File: src/rtl/seq_frame_ctrl.sv
// ============================================================================
// seq_frame_ctrl : frame scheduler for sequencer -> crop/norm -> hls4ml core
// Optional cycle statistics: SEQ_FRAME_STATS_EN     Revision: 1.0
// ============================================================================
`default_nettype none

module seq_frame_ctrl #(
  parameter int IN_ROWS        = 20,
  parameter int IN_COLS        = 20,
  parameter int TIMEOUT_CYCLES = 65535,
  parameter int CNT_WIDTH      = 16
) (
  input  logic                 clk,
  input  logic                 s_axis_resetn,
  input  logic                 enable,
  input  logic                 clear_err,
  input  logic                 sof,
  output logic                 seq_ap_start,
  input  logic                 seq_ap_ready,
  output logic                 core_ap_start,
  input  logic                 core_ap_ready,
  input  logic                 core_ap_done,
  input  logic                 pix_valid,
  input  logic                 pix_ready,
  output logic                 busy,
  output logic                 err,
  output logic [CNT_WIDTH-1:0] frame_cnt,
  output logic [CNT_WIDTH-1:0] drop_cnt,
  output logic [31:0]          last_frame_cycles
);

  localparam int FRAME_PIXELS = IN_ROWS * IN_COLS;
  localparam int PIX_W        = (FRAME_PIXELS > 1) ? $clog2(FRAME_PIXELS) : 1;
  localparam int WD_W         = $clog2(TIMEOUT_CYCLES + 1);
  localparam logic [PIX_W-1:0] PIX_LAST = PIX_W'(FRAME_PIXELS - 1);
  localparam logic [WD_W-1:0]  WD_LAST  = WD_W'(TIMEOUT_CYCLES - 1);

  typedef enum logic [2:0] {
    IDLE  = 3'd0,
    ARM   = 3'd1,
    RUN   = 3'd2,
    DRAIN = 3'd3,
    ERR   = 3'd4
  } state_t;

  state_t               state_q, state_d;
  logic [PIX_W-1:0]     pix_cnt_q, pix_cnt_d;
  logic [WD_W-1:0]      wd_q, wd_d;
  logic                 seq_start_q, seq_start_d;
  logic                 core_start_q, core_start_d;
  logic                 seq_acc_q, seq_acc_d;
  logic                 core_acc_q, core_acc_d;
  logic                 done_seen_q, done_seen_d;
  logic                 err_q, err_d;
  logic [CNT_WIDTH-1:0] frame_cnt_q, frame_cnt_d;
  logic [CNT_WIDTH-1:0] drop_cnt_q, drop_cnt_d;

  logic hs, seq_acc_now, core_acc_now, active;

  always_comb begin
    state_d      = state_q;
    pix_cnt_d    = pix_cnt_q;
    wd_d         = wd_q;
    seq_start_d  = seq_start_q;
    core_start_d = core_start_q;
    seq_acc_d    = seq_acc_q;
    core_acc_d   = core_acc_q;
    done_seen_d  = done_seen_q;
    err_d        = err_q;
    frame_cnt_d  = frame_cnt_q;
    drop_cnt_d   = drop_cnt_q;

    hs           = pix_valid && pix_ready;
    seq_acc_now  = (state_q == ARM) && seq_start_q && seq_ap_ready;
    core_acc_now = (state_q == ARM) && core_start_q && core_ap_ready;
    active       = (state_q == ARM) || (state_q == RUN) || (state_q == DRAIN);

    if (hs) begin
      pix_cnt_d = (pix_cnt_q == PIX_LAST) ? '0 : pix_cnt_q + PIX_W'(1);
    end

    // Any sof outside IDLE is a dropped frame, including one coincident with completion
    if (sof && (state_q != IDLE) && (drop_cnt_q != '1)) begin
      drop_cnt_d = drop_cnt_q + CNT_WIDTH'(1);
    end

    case (state_q)
      IDLE: begin
        if (sof && enable) begin
          state_d      = ARM;
          seq_start_d  = 1'b1;
          core_start_d = 1'b1;
          seq_acc_d    = 1'b0;
          core_acc_d   = 1'b0;
          done_seen_d  = 1'b0;
        end
      end
      ARM: begin
        if (seq_acc_now) begin
          seq_start_d = 1'b0;
          seq_acc_d   = 1'b1;
        end
        if (core_acc_now) begin
          core_start_d = 1'b0;
          core_acc_d   = 1'b1;
        end
        if ((seq_acc_q || seq_acc_now) && (core_acc_q || core_acc_now)) begin
          state_d   = RUN;
          pix_cnt_d = '0;
        end
      end
      RUN: begin
        if (core_ap_done) begin
          done_seen_d = 1'b1;
        end
        if (hs && (pix_cnt_q == PIX_LAST)) begin
          state_d = DRAIN;
        end
      end
      DRAIN: begin
        if (core_ap_done || done_seen_q) begin
          frame_cnt_d = frame_cnt_q + CNT_WIDTH'(1);
          done_seen_d = 1'b0;
          state_d     = IDLE;
        end
      end
      ERR: begin
        if (clear_err) begin
          err_d   = 1'b0;
          state_d = IDLE;
        end
      end
      default: state_d = IDLE;
    endcase

    // Watchdog: only a cycle with no handshake, acceptance or state change counts
    if (!active) begin
      wd_d = '0;
    end else if (hs || seq_acc_now || core_acc_now || (state_d != state_q)) begin
      wd_d = '0;
    end else if (wd_q >= WD_LAST) begin
      wd_d         = '0;
      state_d      = ERR;
      err_d        = 1'b1;
      seq_start_d  = 1'b0;
      core_start_d = 1'b0;
      done_seen_d  = 1'b0;
    end else begin
      wd_d = wd_q + WD_W'(1);
    end
  end

  always_ff @(posedge clk or negedge s_axis_resetn) begin
    if (!s_axis_resetn) begin
      state_q      <= IDLE;
      pix_cnt_q    <= '0;
      wd_q         <= '0;
      seq_start_q  <= 1'b0;
      core_start_q <= 1'b0;
      seq_acc_q    <= 1'b0;
      core_acc_q   <= 1'b0;
      done_seen_q  <= 1'b0;
      err_q        <= 1'b0;
      frame_cnt_q  <= '0;
      drop_cnt_q   <= '0;
    end else begin
      state_q      <= state_d;
      pix_cnt_q    <= pix_cnt_d;
      wd_q         <= wd_d;
      seq_start_q  <= seq_start_d;
      core_start_q <= core_start_d;
      seq_acc_q    <= seq_acc_d;
      core_acc_q   <= core_acc_d;
      done_seen_q  <= done_seen_d;
      err_q        <= err_d;
      frame_cnt_q  <= frame_cnt_d;
      drop_cnt_q   <= drop_cnt_d;
    end
  end

`ifdef SEQ_FRAME_STATS_EN
  logic [31:0] cyc_q, cyc_d;
  logic [31:0] last_cycles_q, last_cycles_d;

  // cyc_q holds the cycles already spent in the frame; the completing cycle adds one
  always_comb begin
    cyc_d         = cyc_q;
    last_cycles_d = last_cycles_q;
    if ((state_q == IDLE) && (state_d == ARM)) begin
      cyc_d = '0;
    end else if (active && (cyc_q != '1)) begin
      cyc_d = cyc_q + 32'd1;
    end
    if ((state_q == DRAIN) && (state_d == IDLE)) begin
      last_cycles_d = (cyc_q == '1) ? '1 : cyc_q + 32'd1;
    end
  end

  always_ff @(posedge clk or negedge s_axis_resetn) begin
    if (!s_axis_resetn) begin
      cyc_q         <= '0;
      last_cycles_q <= '0;
    end else begin
      cyc_q         <= cyc_d;
      last_cycles_q <= last_cycles_d;
    end
  end

  assign last_frame_cycles = last_cycles_q;
`else
  assign last_frame_cycles = 32'd0;
`endif

  assign busy          = (state_q != IDLE);
  assign err           = err_q;
  assign seq_ap_start  = seq_start_q;
  assign core_ap_start = core_start_q;
  assign frame_cnt     = frame_cnt_q;
  assign drop_cnt      = drop_cnt_q;

endmodule

`default_nettype wire

File: config.mk
export PLATFORM = sky130hd
export DESIGN_NAME = seq_frame_ctrl
export DESIGN_NICKNAME = d
export VERILOG_FILES = /design/src/rtl/seq_frame_ctrl.sv
export SDC_FILE = /design/constraint.sdc
export NUM_CORES = 1
export LEC_CHECK = 0
export CAP_MARGIN = 5
export CORE_ASPECT_RATIO = 0.8
export CORE_UTILIZATION = 51
export CTS_CLUSTER_DIAMETER = 30
export CTS_CLUSTER_SIZE = 16
export DETAILED_ROUTE_END_ITERATION = 7
export GPL_ROUTABILITY_DRIVEN = 0
export PLACE_DENSITY_LB_ADDON = 0.05
export SYNTH_ARGS = -nofsm -noshare
export SYNTH_HDL_FRONTEND = slang
export SYNTH_SLANG_ARGS = --single-unit
File: constraint.sdc
create_clock -name clk -period 2.5 [get_ports clk]
set_input_delay 0.75 -clock clk [delete_from_list [all_inputs] [get_ports clk]]
set_output_delay 0.75 -clock clk [all_outputs]
set_load 0.005 [all_outputs]
After elaboration in Yosys (flattened, before gate mapping) --
Cells that the tools add are included.
Storage, ports and cells: flip-flop bits (word level) 66, memory bits (read-only) 0, RAM bits 0, bits in latches 0, memories kept 0
Operators by class: $lt $le $gt $ge 1, reductions and logical operators 24, div/mod/pow operators 0, $mul 0, shift-type cells 0, add/sub/neg operators 4, mux-type cells 45, bitwise operators 0, eq/ne operators 10
Operator list (count):
- $add 16x1->16 const B | 3
- $mux 16 | 3
- $mux 9 | 4
- $mux 1 | 24
- $mux 3 | 8
- $ge 16x16->1 const B | 1
- $ne 16x16->1 const B | 1
- $pmux 3 s5 | 1
- $logic_and 1x1->1 | 10
- $add 9x1->9 const B | 1
- $eq 9x9->1 const B | 1
- $logic_or 1x1->1 | 8
- $pmux 1 s2 | 4
- $eq 3x2->1 const B | 2
- $ne 2x2->1 const B | 3
- $reduce_and 3->1 | 2
- $eq 3x1->1 const B | 1
- $eq 3x3->1 const B | 1
- $logic_not 3->1 | 1
- $ne 3x3->1 | 1
- $pmux 1 s3 | 1
- $reduce_bool 3->1 | 1
- $reduce_and 2->1 | 1
- $reduce_bool 2->1 | 1

Longest topological paths before layout --
Gate-level depths: netlist of the first run.
depth in word-level cells 11, depth in mapped cells 7, gate-level depth less buffers 6

Least setup slack after synthesis of the first run --
No wires, ideal clock.
path type input to register, from input port pix_valid, to register pix_cnt_q[0], slack 0.515 ns, arrival 1.838 ns, setup time 0.147 ns, stages on the path 4, cells stage by stage nand3_1 or2_2 o31ai_1 nor2_1
On the way: cells in the longest elaborated chain, start to end 4
RTL lines:
- start, declared | line 23 | input logic pix_valid,
- $logic_and 1x1->1 * | line 73 | hs = pix_valid && pix_ready;
- $mux 9 * | line 78 | if (hs) begin
- $mux 9 | line 107 | if ((seq_acc_q || seq_acc_now) && (core_acc_q || core_acc_now)) begin
- $mux 9 * | line 87 | case (state_q)
- named net pix_cnt_d[0] | line 47 | logic [PIX_W-1:0] pix_cnt_q, pix_cnt_d;
- end signal, assigned | line 168 | pix_cnt_q <= pix_cnt_d;
- end, declared | line 47
Mark *: on every way through the listed nets, which the timed path passes. The rest lies on a longest branch. A chain may end at the register's enable or synchronous reset.

Worst setup path in the final report of the first run --
from register state_q[0], to output port busy
On the way: cells in the longest elaborated chain, start to end 1
RTL lines:
- start, declared | line 46 | state_t state_q, state_d;
- start signal, assigned | line 167 | state_q <= state_d;
- $reduce_bool 3->1 | line 214 | assign busy = (state_q != IDLE);
- end, declared | line 25 | output logic busy,
No other way between the ends.

==> out/qor.csv, run 1 <==
stage;metric;value;unit
synth;Mapped Avg Cell Area;10.0;um2
timing;post-route minimum period;2.38;ns
timing;fmax;420;MHz
route;WL final;6460;um
route;DRT Pass-1 Iters;4;
synth;Yosys warnings;0;
power_and_ir_drop;Comb power frac;30.4;%
layout;most frequent cells in the layout;66 x dfrtp_1, 49 x nor2_1, 44 x clkdlybuf4s50_1, 32 x conb_1, 31 x nand2_1;
route;routed vias;2536;
place;post-detail-place hpwl;4520;um
route;DR WL/cell;12.9;um
floorplanning;Core Footprint;6510;um2
synth;library cells used by synthesis;51;
floorplanning;row count;26;
timing;post-route setup TNS;0;ns
place;Setup WS pre-CTS;0.0828;ns
layout;share of layout cells above drive strength 1;11.0;%
global_routing;grt ovf;0;
synth;EDFF count, synth;0;
synth;Seq/Total Area, Yosys;47.3;%
timing;crit share post-route;95.2;%
worst_setup_path;CP startpoint kind;register;
route;post-DR vias/cell;5.05;
clocking;CTS HTree Levels;3;
clocking;Resized cells post-CTS;0;
power_and_ir_drop;switching part of the total;33.0;%
clocking;Post-CTS Setup Repair Bufs;0;
clocking;cts hold-fix bufs;0;
timing;worst slew pin tran;0.544;ns
timing;worst rel slew slack;63.6;%
timing;Final Slew Violations;0;
clocking;Clock Tree Buf Depth;2;
power_and_ir_drop;P per Cell Area;801;nW/um2
worst_setup_path;Required @ worst endpoint;1.75;ns
worst_setup_path;Critical-path top delay cell;dfrtp_1;
timing;Fin Clk Skew;0.00646;ns
worst_setup_path;crit-path cells;or3_1 > clkdlybuf4s50_1;
timing;final setup vio count;0;
synth;synthesized area;3490;um2
place;IO buf count;45;
global_routing;vias in the first global route;2349;
clocking;TritonCTS clock tree;built;
clocking;Inserted Clock Buffers;9;
power_and_ir_drop;switching pwr;1.11;mW
worst_setup_path;crit-path max FO;7;
hold_path;Hold Crit Class;primary input to async pin;
worst_setup_path;Critical Path AT;1.63;ns
timing;RSZ-0062 raised after global routing;false;
layout;antenna diode count;0;
clocking;Worst-path clk slew;0.07;ns
layout;Core Util, Final;64.7;%
clocking;CTS Sinks;66;
clocking;Root Buffer;clkbuf_8;
floorplanning;Starting Density;53.7;%
power_and_ir_drop;P_int;2.26;mW
worst_setup_path;crit path capture type;output pin;
synth;Main synth FF type;dfrtp_1;
worst_setup_path;R2R depth;6;
synth;Gate Count Post-Synth;349;
power_and_ir_drop;clock power share;25.1;%
global_routing;largest net degree at the start of global routing;67;
synth;async set-reset flop share out of synthesis;100;%
floorplanning;die width;94.6;um
power_and_ir_drop;Leak;1.88;nW
worst_setup_path;Worst path max stage delay;0.46;ns
layout;Final Net Count;429;
route;Initial DRC Count;95;
timing;setup ws final;0.121;ns
global_routing;first-pass GRT wire length;11100;um
job;Max-cap violations;0;
synth;Seq cells post-synth;66;
floorplanning;chip height;76.0;um
worst_setup_path;Setup CP Type;register to output pin;
status;status;finished, final reports clean;
timing;final hold vios;0;
power_and_ir_drop;sequential cell fraction of total power;44.5;%
clocking;worst skew pair latency;0.34;ns
floorplanning;DIE AREA;7190;um2
floorplanning;io pins;78;
layout;Layout area overhead;20.5;%
route;Residual DRC;0;
route;Detail Route Antenna Nets;0;
power_and_ir_drop;Peak VDD IR;522;uV
layout;commonest non-fill, non-tap cell in the layout;dfrtp_1;
global_routing;GR Util All Layers;19.5;%
global_routing;initial antenna violation count;0;
==> power by group through the flow <==
stage | combinational (mW) | clock [mW] | sequential [mW]
floorplan | 0.628 | 0 | 1.48
global placement | 1.02 | 0 | 1.51
detailed placement | 1.03 | 0 | 1.51
CTS | 1.04 | 0.873 | 1.50
global route | 1.14 | 0.926 | 1.54
finish | 1.03 | 0.845 | 1.50
==> layout make-up <==
cell class	count	area [um2]
Sequential cell	66	1650
Inverter	6	22.5
Clock buffer	9	124
Tap cell	84	105
Timing Repair Buffer	60	583
Clock inverter	6	58.8
Multi-Input combinational cell	271	1670
Fill cell	537	2290
==> worst max-delay path, delay by kind of cell, from the launching register on <==
family                 cells  cell delay [ns]
flip-flops                 1             0.46
buffers and inverters      1             0.45
AND/OR/NAND/NOR            1             0.38
==> metrics by stage <==
| stage | hold WS, ns | total power [mW] | cell area [um2] | cells |
|---|---|---|---|---|
| finish | 0.410 | 3.37 | 4210 | 502 |
| CTS | 0.419 | 3.41 | 4210 | 502 |
| global route | 0.433 | 3.60 | 4210 | 502 |
| detailed placement | 0.465 | 2.55 | 4030 | 487 |
| floorplan | 0.454 | 2.11 | 3610 | 380 |
| global placement | 0.457 | 2.53 | 4030 | 487 |
==> path summary, 6_finish.rpt <==
kind                                                start                   endpoint  slack [ns]
worst min register to register  frame_cnt[15]$_DFFE_PN0P_  frame_cnt[15]$_DFFE_PN0P_        0.48
worst max-delay path                 state_q[0]$_DFF_PN0_                       busy        0.12
max in group asynchronous                   s_axis_resetn    drop_cnt[0]$_DFFE_PN0P_        1.80
worst max register to register    drop_cnt[0]$_DFFE_PN0P_    drop_cnt[3]$_DFFE_PN0P_        0.48
min in group clk                frame_cnt[15]$_DFFE_PN0P_  frame_cnt[15]$_DFFE_PN0P_        0.48
worst min-delay path                        s_axis_resetn   frame_cnt[6]$_DFFE_PN0P_        0.41
==> cells by family after synthesis <==
kind of cell,after synthesis,synth area share [%]
xor gates and xnor gates,49,12.3
muxes,5,1.68
buffers and inverters,43,8.38
and+or+nand+nor,153,23.2
adders and majority gates,5,1.79
other,1,0.107
DFF,66,47.3
AOI/OAI and AO/OA,27,5.26
==> sequential cells by signal (all words and copies together) (netlist names) <==
name	cells
frame_cnt	16
core_ap_start	1
done_seen_q	1
wd_q	16
drop_cnt	16
core_acc_q	1
state_q	3
pix_cnt_q	9
seq_acc_q	1
err	1
seq_ap_start	1
==> cells in the mapped netlist (all sizes together), types with 2 or more instances <==
cell      n  share of area [%]
a21oi     9                1.3
a2bb2oi   2               0.50
nand3b    3               0.86
and4      4                1.0
xor2     24                6.0
dfrtp    66                 47
and2      3               0.54
mux2      4                1.4
inv       6               0.64
o31ai     2               0.57
clkbuf    3               0.32
a31oi     2               0.36
buf      34                7.4
nor3     13                1.9
nand2    31                3.3
xnor2    25                6.3
nand3    20                2.9
nand4    12                2.1
and3      3               0.54
o211ai    3               0.64
nor2     49                5.3
nor4      4                1.7
o21ai     2               0.29
ha        5                1.8
nor2b     2               0.57
==> per-layer routing <==
metal  routed length (um)  up-vias  global-route usage [%]
li1                     -     1256                       -
met1                 3300     1205                    28.3
met2                 2780       70                    28.3
met3                  331        5                    6.39
met4                   43        0                    4.55
met5                    0        -                       0
(Power assumes the default switching activity.)
==> run 2: changes to the inputs <==
- SLEW_MARGIN: unset -> 20
==> results of run 2 <==
No change in the layout: final DEF, timing and power equal those of run 1.
==> run 3: changes to the inputs <==
- clock period: 2.5 -> 2.2 ns (I/O delays scaled with it)
==> run 3 against run 2 <==
Against the previous run:
- critical endpoint unchanged
- worst hold slack worse by 0.17 ns
- sequential power up 13%
- utilization up 2.1 points
- sequential cell count unchanged
- critical path depth unchanged
- cell count up 3.2%
- largest power group unchanged
==> out/qor.csv, run 3 (synthesis gave the netlist of run 1 again) <==
stage;metric;value;unit
place;post-detail-place hpwl;4740;um
timing;worst slew pin tran;0.561;ns
global_routing;initial antenna violation count;0;
timing;Fin Clk Skew;0.00492;ns
floorplanning;Core Footprint;6510;um2
hold_path;Hold Crit Class;primary input to async pin;
layout;Layout area overhead;24.3;%
route;post-DR vias/cell;5.04;
route;Initial DRC Count;93;
route;DRT Pass-1 Iters;4;
power_and_ir_drop;Tot Pwr;3.97;mW
clocking;CTS Sinks;66;
power_and_ir_drop;Peak VDD IR;621;uV
worst_setup_path;CP startpoint kind;register;
route;WL final;6690;um
layout;commonest non-fill, non-tap cell in the layout;dfrtp_1;
route;DR WL/cell;12.9;um
status;status;finished, final reports clean;
timing;crit share post-route;92.0;%
clocking;TritonCTS clock tree;built;
floorplanning;die width;94.6;um
global_routing;first-pass GRT wire length;11500;um
clocking;Worst-path clk slew;0.07;ns
global_routing;grt ovf;0;
route;Residual DRC;0;
timing;RSZ-0062 raised after global routing;false;
global_routing;vias in the first global route;2430;
global_routing;GR Util All Layers;20.5;%
clocking;cts hold-fix bufs;0;
layout;Final Net Count;444;
route;Detail Route Antenna Nets;0;
timing;final setup vio count;0;
floorplanning;chip height;76.0;um
timing;Hold WS;0.242;ns
layout;most frequent cells in the layout;65 x dfrtp_1, 49 x nor2_1, 43 x clkdlybuf4s50_1, 32 x conb_1, 31 x nand2_1;
floorplanning;DIE AREA;7190;um2
worst_setup_path;Worst path top cell family by delay;flip-flops;
global_routing;largest net degree at the start of global routing;52;
job;Max-cap violations;0;
clocking;CTS HTree Levels;3;
power_and_ir_drop;P per Cell Area;913;nW/um2
worst_setup_path;crit-path max FO;2;
clocking;Inserted Clock Buffers;9;
floorplanning;io pins;78;
worst_setup_path;Critical Path AT;1.36;ns
timing;Final Slew Violations;0;
layout;antenna diode count;0;
place;IO buf count;45;
clocking;worst skew pair latency;0.33;ns
floorplanning;row count;26;
clocking;Clock Tree Buf Depth;2;
worst_setup_path;Buf+Inv Stages, Crit Path;1;
worst_setup_path;Critical-path top delay cell;dfrtp_1;
timing;post-route setup TNS;0;ns
timing;final hold vios;0;
layout;share of layout cells above drive strength 1;14.5;%
worst_setup_path;crit path capture type;output pin;
worst_setup_path;Setup CP Type;register to output pin;
clocking;Root Buffer;clkbuf_8;
worst_setup_path;Worst path max stage delay;0.41;ns
timing;worst rel slew slack;62.5;%
timing;post-route minimum period;2.02;ns
worst_setup_path;Required @ worst endpoint;1.54;ns
floorplanning;Starting Density;53.7;%
power_and_ir_drop;Leak;1.95;nW
timing;fmax;494;MHz
worst_setup_path;crit-path cells;or3_1 > dlygate4sd2_1;
route;routed vias;2609;
run 3: cell types whose count changed in the layout (fill, tap and decap cells not counted):
cell,delta
clkbuf_8,+2
dfrtp_2,+1
buf_4,+15
dfrtp_1,-1
clkinvlp_4,+1
clkinv_4,-1
clkinv_2,-1
clkdlybuf4s50_1,-1
dlygate4sd2_1,+1
run 3: per-stage QoR:
stage	worst slack, ns	util (%)	instance area (um2)	std cells
after CTS	0.178	66.8	4350	518
final	0.175	66.8	4350	518
after global placement	-0.0502	63.4	4130	500
after detailed placement	-0.0984	63.4	4130	500
after floorplan	0.238	-	3610	380
after global routing	0.118	66.8	4350	518
run 3: final timing paths:
path / start / end / slack (ns) / cells after the start
setup / recovery: state_q[0]$_DFF_PN0_ / busy / 0.18 / 2
hold / removal: s_axis_resetn / frame_cnt[7]$_DFFE_PN0P_ / 0.24 / 1
setup reg to reg: drop_cnt[0]$_DFFE_PN0P_ / drop_cnt[3]$_DFFE_PN0P_ / 0.26 / 6
hold reg to reg: frame_cnt[15]$_DFFE_PN0P_ / frame_cnt[15]$_DFFE_PN0P_ / 0.47 / 1
max in group asynchronous: s_axis_resetn / drop_cnt[15]$_DFFE_PN0P_ / 1.37 / 2
min in group clk: frame_cnt[15]$_DFFE_PN0P_ / frame_cnt[15]$_DFFE_PN0P_ / 0.47 / 1
run 3: timing repair:
item	in CTS	in global routing
buffers inserted	2	0
gates resized for setup	2	0
endpoints found under the setup margin	1	0
run 3: worst reg2reg max path: cells and delay by family, from the launching register on:
kind | cells | cell delay, ns
flops | 1 | 0.43
simple gates | 4 | 1.07
xor+xnor | 1 | 0.14
fa+ha+maj | 1 | 0.19
run 3: layout make-up:
class / count / area (um2)
multi-input combinational: 271 / 1670
timing repair buffer: 75 / 694
sequential: 66 / 1650
tap: 84 / 105
inverter: 6 / 22.5
clock buffer: 11 / 151
clock inverter: 5 / 52.6
fill: 552 / 2160
run 3: power breakdown:
part | switching, mW | leakage [nW] | internal, mW
Combinational | 0.574 | 0.985 | 0.668
Clock | 0.447 | 0.105 | 0.579
Sequential | 0.265 | 0.864 | 1.43
run 3: layer usage:
metal | part of all wire (%) | GRT usage (%)
met5 | 0 | 0
met4 | 0.78 | 5.45
met1 | 50 | 30.4
met3 | 4.9 | 4.99
met2 | 44 | 29.9
